File: config.mk
export PLATFORM = sky130hd
export DESIGN_NAME = sa_out_flat
export DESIGN_NICKNAME = d
export VERILOG_FILES = /design/src/rtl/sa_out_pkg.sv /design/src/rtl/sa_out_if.sv /design/src/rtl/sa_out_rr_arb5.sv /design/src/rtl/sa_out.sv /design/src/flat_wrapper.sv
export SDC_FILE = /design/constraint.sdc
export NUM_CORES = 1
export LEC_CHECK = 0
export ABC_AREA = 1
export CAP_MARGIN = 0
export CORE_ASPECT_RATIO = 1.1
export CORE_MARGIN = 3
export CORE_UTILIZATION = 38
export CTS_BUF_LIST = sky130_fd_sc_hd__clkbuf_8
export DETAILED_ROUTE_END_ITERATION = 7
export PLACE_DENSITY = 0.9
export SETUP_SLACK_MARGIN = 0.15
export SYNTH_ARGS = -nofsm -noshare
export SYNTH_HDL_FRONTEND = slang
export SYNTH_SLANG_ARGS = --single-unit
File: constraint.sdc
create_clock -name rc_clk -period 7.25 [get_ports rc_clk]
set_clock_uncertainty 0.2 [all_clocks]
set_input_delay 2.175 -clock rc_clk [delete_from_list [all_inputs] [get_ports rc_clk]]
set_output_delay 2.175 -clock rc_clk [all_outputs]
set_load 0.1 [all_outputs]
File: src/rtl/sa_out_pkg.sv
// Shared NoC definitions for the output-side switch allocator: flit type codes
// and field position, direction codes, port count and arbiter helpers.
package sa_out_pkg;

  localparam int NUM_PORTS = 5;
  localparam int DIR_W     = 4;
  localparam int PTR_W     = 3;

  // Flit type lives in the two most significant bits of each flit.
  localparam int TYPE_W = 2;

  typedef enum logic [1:0] {
    FT_BODY   = 2'b00,
    FT_TAIL   = 2'b01,
    FT_HEAD   = 2'b10,
    FT_SINGLE = 2'b11
  } flit_type_e;

  localparam logic [DIR_W-1:0] DIR_N = 4'd0;
  localparam logic [DIR_W-1:0] DIR_E = 4'd1;
  localparam logic [DIR_W-1:0] DIR_W_ = 4'd2;
  localparam logic [DIR_W-1:0] DIR_S = 4'd3;
  localparam logic [DIR_W-1:0] DIR_L = 4'd4;

  typedef enum logic {
    ST_IDLE   = 1'b0,
    ST_LOCKED = 1'b1
  } sa_state_e;

  // Cyclic successor over input indices 0..4.
  function automatic logic [PTR_W-1:0] next_idx(input logic [PTR_W-1:0] i);
    return (i >= 3'd4) ? 3'd0 : i + 3'd1;
  endfunction

endpackage

File: src/rtl/sa_out_if.sv
// Bus bundle between the input FIFO heads, the allocator and the downstream hop.
// Handshake: a flit transfers downstream on a clock edge where valid_out and
// ready_in are both 1; valid_out never depends combinationally on ready_in,
// and data_out is held stable while valid_out=1 and ready_in=0. On the FIFO
// side, fifo_rinc[i] pops the head of input i on that same edge.
interface sa_out_if #(
  parameter int DATASIZE = 40
);
  logic [5*DATASIZE-1:0] fifo_rdata;
  logic [19:0]           fifo_dir;
  logic [4:0]            fifo_rempty;
  logic [4:0]            fifo_rinc;
  logic [DATASIZE-1:0]   data_out;
  logic                  valid_out;
  logic                  ready_in;
  logic                  err_seq;

  // Allocator side.
  modport master (
    input  fifo_rdata, fifo_dir, fifo_rempty, ready_in,
    output fifo_rinc, data_out, valid_out, err_seq
  );

  // FIFO/downstream environment side.
  modport slave (
    output fifo_rdata, fifo_dir, fifo_rempty, ready_in,
    input  fifo_rinc, data_out, valid_out, err_seq
  );
endinterface

File: src/rtl/sa_out_rr_arb5.sv
// Five-way round-robin arbiter: first request at or after ptr, cyclic over 0..4.
module rr_arb5
  import sa_out_pkg::*;
(
  input  logic [4:0]       req_i,
  input  logic [PTR_W-1:0] ptr_i,
  output logic [4:0]       gnt_oh_o,
  output logic [PTR_W-1:0] gnt_idx_o
);

  logic             found;
  logic [PTR_W-1:0] idx;

  // Scan all five candidates starting at the pointer; first hit wins.
  always_comb begin
    gnt_oh_o  = '0;
    gnt_idx_o = '0;
    found     = 1'b0;
    idx       = (ptr_i > 3'd4) ? 3'd0 : ptr_i;
    for (int k = 0; k < NUM_PORTS; k++) begin
      if (!found && req_i[idx]) begin
        found          = 1'b1;
        gnt_oh_o[idx]  = 1'b1;
        gnt_idx_o      = idx;
      end
      idx = next_idx(idx);
    end
  end

endmodule

File: src/rtl/sa_out.sv
// Output-port switch allocator: round-robin among matching FIFO heads, wormhole
// lock from HEAD to TAIL, one-deep registered output with valid/ready.
// Optional packet counter output pkt_cnt enabled by macro SA_PKT_CNT_EN.
module sa_out
  import sa_out_pkg::*;
#(
  parameter int               DATASIZE = 40,
  parameter logic [DIR_W-1:0] OUT_DIR  = 4'd0
) (
  input  logic             rc_clk,
  input  logic             rst_n,
  sa_out_if.master         bus,
  output sa_state_e        dbg_state,
  output logic [PTR_W-1:0] dbg_rr_ptr,
  output logic [PTR_W-1:0] dbg_owner
`ifdef SA_PKT_CNT_EN
  ,
  output logic [15:0]      pkt_cnt
`endif
);

  sa_state_e               state_q, state_d;
  logic [PTR_W-1:0]        rr_ptr_q, rr_ptr_d;
  logic [PTR_W-1:0]        owner_q, owner_d;
  logic [DATASIZE-1:0]     data_q, data_d;
  logic                    valid_q, valid_d;
  logic                    err_q, err_d;

  flit_type_e              head_type [NUM_PORTS];
  logic [4:0]              req, elig, bad;
  logic [4:0]              gnt_oh;
  logic [PTR_W-1:0]        gnt_idx;
  logic [PTR_W-1:0]        sel_idx;
  logic [DATASIZE-1:0]     sel_flit;
  flit_type_e              sel_type;
  logic                    ld, pop;
  logic [4:0]              rinc;

  // Decode each head: type, direction match, and whether it may open a packet.
  always_comb begin
    for (int i = 0; i < NUM_PORTS; i++) begin
      head_type[i] = flit_type_e'(bus.fifo_rdata[i*DATASIZE + DATASIZE - TYPE_W +: TYPE_W]);
      req[i]  = !bus.fifo_rempty[i] && (bus.fifo_dir[i*DIR_W +: DIR_W] == OUT_DIR);
      elig[i] = req[i] && (head_type[i] == FT_HEAD || head_type[i] == FT_SINGLE);
      bad[i]  = req[i] && (head_type[i] == FT_BODY || head_type[i] == FT_TAIL);
    end
  end

  rr_arb5 u_arb (
    .req_i     (elig),
    .ptr_i     (rr_ptr_q),
    .gnt_oh_o  (gnt_oh),
    .gnt_idx_o (gnt_idx)
  );

  // Select the candidate input: arbiter winner when idle, the owner when locked.
  always_comb begin
    sel_idx  = (state_q == ST_IDLE) ? gnt_idx : owner_q;
    sel_flit = '0;
    sel_type = FT_BODY;
    for (int i = 0; i < NUM_PORTS; i++) begin
      if (sel_idx == 3'(i)) begin
        sel_flit = bus.fifo_rdata[i*DATASIZE +: DATASIZE];
        sel_type = head_type[i];
      end
    end
  end

  // Next-state, pop strobe and output register update.
  always_comb begin
    state_d  = state_q;
    rr_ptr_d = rr_ptr_q;
    owner_d  = owner_q;
    data_d   = data_q;
    valid_d  = valid_q;
    err_d    = err_q;
    pop      = 1'b0;
    rinc     = '0;
    ld       = !valid_q || bus.ready_in;

    // Downstream took the current flit; a pop below refills it.
    if (bus.ready_in) valid_d = 1'b0;

    case (state_q)
      ST_IDLE: begin
        if (|bad) err_d = 1'b1;
        if (ld && |gnt_oh) begin
          pop = 1'b1;
          if (sel_type == FT_HEAD) begin
            state_d = ST_LOCKED;
            owner_d = gnt_idx;
          end else begin
            rr_ptr_d = next_idx(gnt_idx);
          end
        end
      end
      ST_LOCKED: begin
        if (ld && !bus.fifo_rempty[owner_q]) begin
          pop = 1'b1;
          if (sel_type == FT_TAIL) begin
            state_d  = ST_IDLE;
            rr_ptr_d = next_idx(owner_q);
          end else if (sel_type == FT_HEAD || sel_type == FT_SINGLE) begin
            err_d = 1'b1;
          end
        end
      end
      default: state_d = ST_IDLE;
    endcase

    if (pop) begin
      rinc[sel_idx] = 1'b1;
      data_d        = sel_flit;
      valid_d       = 1'b1;
    end
  end

  // State, lock and output register.
  always_ff @(posedge rc_clk or negedge rst_n) begin
    if (!rst_n) begin
      state_q  <= ST_IDLE;
      rr_ptr_q <= '0;
      owner_q  <= '0;
      data_q   <= '0;
      valid_q  <= 1'b0;
      err_q    <= 1'b0;
    end else begin
      state_q  <= state_d;
      rr_ptr_q <= rr_ptr_d;
      owner_q  <= owner_d;
      data_q   <= data_d;
      valid_q  <= valid_d;
      err_q    <= err_d;
    end
  end

`ifdef SA_PKT_CNT_EN
  logic [15:0] pkt_cnt_q, pkt_cnt_d;

  // Count completed packets: every popped TAIL or SINGLE, wrapping at 16 bits.
  always_comb begin
    pkt_cnt_d = pkt_cnt_q;
    if (pop && (sel_type == FT_TAIL || sel_type == FT_SINGLE))
      pkt_cnt_d = pkt_cnt_q + 16'd1;
  end

  // Packet counter register.
  always_ff @(posedge rc_clk or negedge rst_n) begin
    if (!rst_n) pkt_cnt_q <= '0;
    else        pkt_cnt_q <= pkt_cnt_d;
  end

  assign pkt_cnt = pkt_cnt_q;
`endif

  assign bus.fifo_rinc = rinc;
  assign bus.data_out  = data_q;
  assign bus.valid_out = valid_q;
  assign bus.err_seq   = err_q;
  assign dbg_state     = state_q;
  assign dbg_rr_ptr    = rr_ptr_q;
  assign dbg_owner     = owner_q;

endmodule
File: src/flat_wrapper.sv
// flat-port wrapper written by rule: the top's interface ports become plain ports
module sa_out_flat import sa_out_pkg::*;
#(
  parameter int               DATASIZE = 40,
  parameter logic [DIR_W-1:0] OUT_DIR  = 4'd0
)
  (rc_clk, rst_n, dbg_state, dbg_rr_ptr, dbg_owner, bus_fifo_rdata, bus_fifo_dir, bus_fifo_rempty, bus_ready_in, bus_fifo_rinc, bus_data_out, bus_valid_out, bus_err_seq);
  sa_out_if #(.DATASIZE(DATASIZE)) bus_i ();
  input  logic rc_clk;
  input  logic rst_n;
  output sa_state_e dbg_state;
  output logic [PTR_W-1:0] dbg_rr_ptr;
  output logic [PTR_W-1:0] dbg_owner;
  input wire logic [$bits(bus_i.fifo_rdata)-1:0] bus_fifo_rdata;
  input wire logic [$bits(bus_i.fifo_dir)-1:0] bus_fifo_dir;
  input wire logic [$bits(bus_i.fifo_rempty)-1:0] bus_fifo_rempty;
  input wire logic [$bits(bus_i.ready_in)-1:0] bus_ready_in;
  output wire logic [$bits(bus_i.fifo_rinc)-1:0] bus_fifo_rinc;
  output wire logic [$bits(bus_i.data_out)-1:0] bus_data_out;
  output wire logic [$bits(bus_i.valid_out)-1:0] bus_valid_out;
  output wire logic [$bits(bus_i.err_seq)-1:0] bus_err_seq;
  assign bus_i.fifo_rdata = bus_fifo_rdata;
  assign bus_i.fifo_dir = bus_fifo_dir;
  assign bus_i.fifo_rempty = bus_fifo_rempty;
  assign bus_i.ready_in = bus_ready_in;
  assign bus_fifo_rinc = bus_i.fifo_rinc;
  assign bus_data_out = bus_i.data_out;
  assign bus_valid_out = bus_i.valid_out;
  assign bus_err_seq = bus_i.err_seq;
  sa_out #(.DATASIZE(DATASIZE), .OUT_DIR(OUT_DIR)) u_core (.rc_clk(rc_clk), .rst_n(rst_n), .bus(bus_i), .dbg_state(dbg_state), .dbg_rr_ptr(dbg_rr_ptr), .dbg_owner(dbg_owner));
endmodule
**Word level (Yosys, flattened, before mapping)**

Index checks and enable logic that the tools add are counted.

- Add/subtract/negate cells: 6
- Order comparisons: 20
- Equal/unequal tests: 29
- Multiplexer cells: 77
- Bitwise gates (word level): 5
- Reduce and logical (&&, ||, !) cells: 67

Operators with widths:

| cell | number |
|---|---|
| 2-to-1 mux 40 bit | 5 |
| 2-to-1 mux 3 bit | 17 |
| 2-to-1 mux 5 bit | 6 |
| < comparator 3 x 4 -> 1 bit, second input constant | 7 |
| 2-to-1 mux 1 bit | 28 |
| logical AND 1 bit | 27 |
| == test 2 bit, second input constant | 12 |
| logical NOT 4 bit | 5 |
| bitwise OR 5 bit | 4 |
| adder 3 x 1 -> 3 bit, second input constant | 6 |
| binary-select mux 1 bit (select 3 bit) | 6 |
| demux 1 bit (select 3 bit) | 6 |
| >= comparator 3 x 1 -> 1 bit, second input constant | 6 |
| >= comparator 3 bit, second input constant | 6 |
| inequality test 2 bit, second input constant | 7 |
| == test 2 x 1 -> 1 bit, second input constant | 6 |
| logical OR 1 bit | 12 |
| logical NOT 1 bit | 11 |
| logical NOT 2 bit | 5 |
| 2-to-1 mux 2 bit | 5 |
| OR reduction 5 bit | 2 |
| AND reduction 4 bit | 2 |
| == test 3 x 2 -> 1 bit, second input constant | 2 |
| one-hot mux 1 bit (2 select lines) | 3 |
| 8 further kinds | 8 |

- Flip-flop bits (word level): 49
- Input bits: 228
- Output and inout bits: 54
- Word-level logic and storage cells: 210

**Longest topological paths before layout**

- Depth in word-level cells: 31
- Depth in mapped cells: 30
- Mapped depth without buffers: 30

**Modules after synthesis**

A second synthesis with hierarchy kept.

- Cell total of the unflattened synthesis: 681
- Area total of the unflattened synthesis: 4480.5 µm²

Modules (own cells, without submodules):

| module | times used | cells each | area each (µm²) | seq. area each (µm²) |
|---|---|---|---|---|
| sa_out | 1 | 501 | 3570.9 | 1226.2 |
| rr_arb5 | 1 | 180 | 909.6 | 0.0 |

**Worst setup path after synthesis**

OpenSTA, ideal clock, no wires.

- Path kind: input -> output
- Start: input port bus_fifo_dir[19]
- End: output port bus_fifo_rinc[0]
- Arrival time: 5845 ps
- Data required time: 4875 ps
- Slack: -970 ps
- Stages: 18
- Buffers on the path: 1
- Cell sequence: nor2_1 > nand4_1 > nor2_1 > nand2_1 > nand2_1 > nand2_1 > nand2_1 > inv_2 > nor2_2 > nand2_1 > o21ai_1 > nand3_1 > o2111ai_1 > nand3_1 > o21ai_2 > inv_2 > clkbuf_1 > nor3_1

- Word-level cells in the longest chain between the ends: 24
- Elaborated cells on any way between the ends: 50
- Those cells by class: 2 x order compare; 30 x mux; 4 x bitwise; 14 x reduce/logical

RTL lines:

| what | RTL line | source |
|---|---|---|
| start, declared | flat_wrapper.sv:15 | `input wire logic [$bits(bus_i.fifo_dir)-1:0] bus_fifo_dir;` |
| logical NOT 4 bit * | sa_out.sv:43 | `req[i] = !bus.fifo_rempty[i] && (bus.fifo_dir[i*DIR_W +: DIR_W] == OUT_DIR);` |
| logical AND 1 bit * | sa_out.sv:43 |  |
| logical AND 1 bit * | sa_out.sv:44 | `elig[i] = req[i] && (head_type[i] == FT_HEAD \|\| head_type[i] == FT_SINGLE);` |
| binary-select mux 1 bit (select 3 bit) | sa_out_rr_arb5.sv:21 | `if (!found && req_i[idx]) begin` |
| 2-to-1 mux 1 bit (implied by the code) | sa_out_rr_arb5.sv:21 |  |
| 2-to-1 mux 1 bit | sa_out_rr_arb5.sv:21 |  |
| logical NOT 1 bit | sa_out_rr_arb5.sv:21 |  |
| logical AND 1 bit | sa_out_rr_arb5.sv:21 |  |
| (+8 left out) | -- |  |
| logical AND 1 bit | sa_out_rr_arb5.sv:21 |  |
| 2-to-1 mux 3 bit | sa_out_rr_arb5.sv:21 |  |
| 2-to-1 mux 3 bit | sa_out.sv:58 | `sel_idx = (state_q == ST_IDLE) ? gnt_idx : owner_q;` |
| < comparator 3 x 4 -> 1 bit (implied by the code) / >= comparator 3 x 1 -> 1 bit (equally long branches) | sa_out.sv:112 | `rinc[sel_idx] = 1'b1;` |
| logical AND 1 bit (implied by the code) | sa_out.sv:112 |  |
| 2-to-1 mux 1 bit (implied by the code) | sa_out.sv:112 |  |
| demux 1 bit (select 3 bit) | -- |  |
| 2-to-1 mux 5 bit * | sa_out.sv:111 | `if (pop) begin` |
| end, declared | flat_wrapper.sv:18 | `output wire logic [$bits(bus_i.fifo_rinc)-1:0] bus_fifo_rinc;` |

Mark *: on every way between the ends. The rest lies on a longest branch, timed or not. The select of a mux whose other input is x is not followed.

**Worst setup path in the final report**

- Start: input port bus_fifo_dir[0]
- End: output port bus_fifo_rinc[4]

Same word-level chain as after synthesis.

==> results_dict.tcl <==
set metrics [dict create \
    hold_path_class "register to register" \
    clk_pin_slew_ns 0.10 \
    arrival_ns 4.50 \
    max_freq_mhz 145 \
    period_needed_ns 6.88 \
    dr.pass1.iters 5 \
    ys_seq_elements 49 \
    postRouteWirelength_um 20800 \
    postSynthCellCount 718 \
    die-area_mm2 0.0134 \
    routabilityCongestion 0.953 \
    grt_pass1_vias 5960 \
    dpl.hpwl_um 15700 \
    antenna_found_initial 0 \
    ant_nets 0 \
    required_ns 4.88 \
    cts.htree.levels 2 \
    start_util_pct 39.4 \
    die_h_um 121 \
    syn_avg_cell_area_um2 6.39 \
    synth-edff-count 0 \
    maxSlewViolCount 0 \
    coreArea_mm2 0.0116 \
    wl_per_cell_um 18.2 \
    cp-start-kind "input pin" \
    async_flop_share_pct 100 \
    rsz0062_at_grt "no" \
    relSlewSlack_pct 29.2 \
    hold_viol 0 \
    io_pins 282 \
    path_max_fanout 5 \
    synth_area_leader_cell "dfrtp_1" \
    synth_top_area_share_pct 26.7 \
    max-cap-violations 0 \
    detail_route.iter0.violations 425 \
    cts_made_buffers 5 \
    path_class "input pin to output pin" \
    timing.hold.ws_ns 0.312 \
    layout-drive-gt1-share_pct 14.1 \
    cts_tree "built" \
    synthDistinctLibCells 40 \
    syn_nets 953 \
    timing.final.crit_share_pct 94.9 \
    grt_first_pass_wirelength_um 30700 \
    die_width_um 111 \
    seq_area_frac_synth_pct 26.7 \
    ctsHoldBuffers 0 \
    portBuffers 281 \
    clock-sinks 49 \
    yosys_warnings 0 \
    grt-ovfl-total 0 \
    fin_nets 1229 \
    area_growth_pct 75.5 \
    clk_latency_ns 0.32 \
    antenna_cells 0 \
    grt_max_degree 79 \
    cts_buffer_depth 2 \
    worstMarginPinSlew_ns 1.06 \
    worstSetupEndpointType "output pin" \
    setup_viol 0 \
    post-route-drc-count 0 \
    rows 41 \
    root_buffer "clkbuf_8" \
    grt_usage_pct 28.6 \
    dominantRegCellSynth "dfrtp_1" \
    vias 6297 \
    synthTopCellsByArea "dfrtp_1 (27%), nand3_1 (21%), nand2_1 (11%)" \
    vias_per_cell 5.50 \
    status "completed" \
    netlist_area_mm2 0.00459 \
]
[critical path, cell delays in order]
cell and delay (ns):
dlymetal6s2s_1 0.13, nor2_2 0.14, nand4_1 0.16, buf_4 0.17, buf_4 0.12, nand2_1 0.06, nand2_1 0.05, inv_1 0.05
nor2_1 0.05, nor2_2 0.17, nand2_2 0.09, o21ai_1 0.14, nand3_1 0.10, o2111ai_2 0.08, nand3_2 0.13, o21ai_4 0.12
clkinv_4 0.12, buf_12 0.14, nor2_4 0.13, buf_12 0.18
[metrics by stage]
step	cells	setup TNS [ns]	setup slack (ns)	utilization, %	instance area, um^2
detailed placement	1123	-0.0482	-0.0482	65.0	7570
global placement	1123	-0.0500	-0.0500	65.0	7570
finish	1145	0	0.373	69.1	8050
floorplan	718	-0.538	-0.158	-	4610
CTS	1137	0	0.157	67.0	7810
global route	1145	0	0.212	69.1	8050
[cell type report]
type / instances / area (um^2)
fillers: 974 / 3590
repair buffers: 311 / 3180
multi-input cells: 572 / 3120
flip-flops and latches: 49 / 1230
inverters: 55 / 214
well taps: 150 / 188
clock buffers: 6 / 82.6
clock inverters: 2 / 37.5
[timing repair]
| action | 4_1_cts | 5_1_grt |
|---|---|---|
| buffers inserted | 6 | 8 |
| resized for setup | 14 | 65 |
| pin swaps | 11 | 34 |
| setup endpoints to repair | 5 | 5 |
| cloned | 0 | 0 |
[synthesized netlist by cell type (6+ instances only)]
library cell	n
nand3_1	192
nand2_1	129
nand3_2	7
nor2_1	84
dfrtp_1	49
o21ai_0	7
nor2_2	6
inv_2	11
inv_1	41
nand2_2	7
nand4_1	12
buf_4	6
a21oi_1	42
buf_2	21
clkbuf_1	13
a31oi_1	37
nand2_4	9
o21ai_1	6
ha_1	7
[worst paths after layout]
kind | from | endpoint | slack, ns | cells past startpoint
worst min-delay path | u_core.bus.data_out[39] | u_core.bus.data_out[39] | 0.31 | 2
min in group asynchronous | rst_n | u_core.bus.valid_out | 1.76 | 2
worst max register to register | u_core.dbg_rr_ptr[0] | u_core.dbg_owner[1] | 2.14 | 28
max in group asynchronous | rst_n | u_core.bus.data_out[1] | 4.63 | 2
worst max-delay path | bus_fifo_dir[0] | bus_fifo_rinc[4] | 0.37 | 20
worst min register to register | u_core.bus.data_out[39] | u_core.bus.data_out[39] | 0.31 | 2
[per-layer routing]
layer	part of all wire, %	track usage, %
met1	36	32.5
met2	50	49.1
met3	9.4	8.13
met4	4.8	14.6
met5	0	0
[flip-flops by register name (all words and copies together), names as in the netlist]
name,flops
u_core.dbg_rr_ptr,3
u_core.bus.err_seq,1
u_core.bus.data_out,40
u_core.bus.valid_out,1
u_core.dbg_owner,3
u_core.dbg_state,1
[cells in the final DEF, fill, tap and decap left out, types with 2 or more instances in the layout]
cell type / n
nand2_4: 10
nand2_2: 19
o22ai_1: 3
nand2_1: 116
inv_2: 15
buf_12: 7
nor3_2: 2
o21ai_1: 6
nand4_1: 12
nand3_4: 3
dlymetal6s2s_1: 30
buf_4: 28
nor2_1: 67
nand3_1: 188
nor2_4: 10
nand3_2: 9
dfrtp_1: 49
inv_1: 36
clkbuf_8: 6
nand2_8: 2
clkinv_1: 2
a21oi_1: 42
a31oi_1: 37
o21ai_0: 7
ha_1: 7
clkdlybuf4s50_1: 245
nor2_2: 18
[cell families (layout without fill, tap and decap cells)]
kind of cell,Yosys count,after routing,share of synthesized area [%]
AO/OA/AOI/OAI,103,103,12.9
adder cells (fa/ha/maj),7,7,1.91
buffers and inverters,97,374,9.06
flip-flops,49,49,26.7
multiplexers,1,1,0.218
AND/OR/NAND/NOR,461,461,49.2
Power is left out: the tool's default activity adds up to more than one toggle a clock period on the data nets, which glitch-free logic cannot reach.
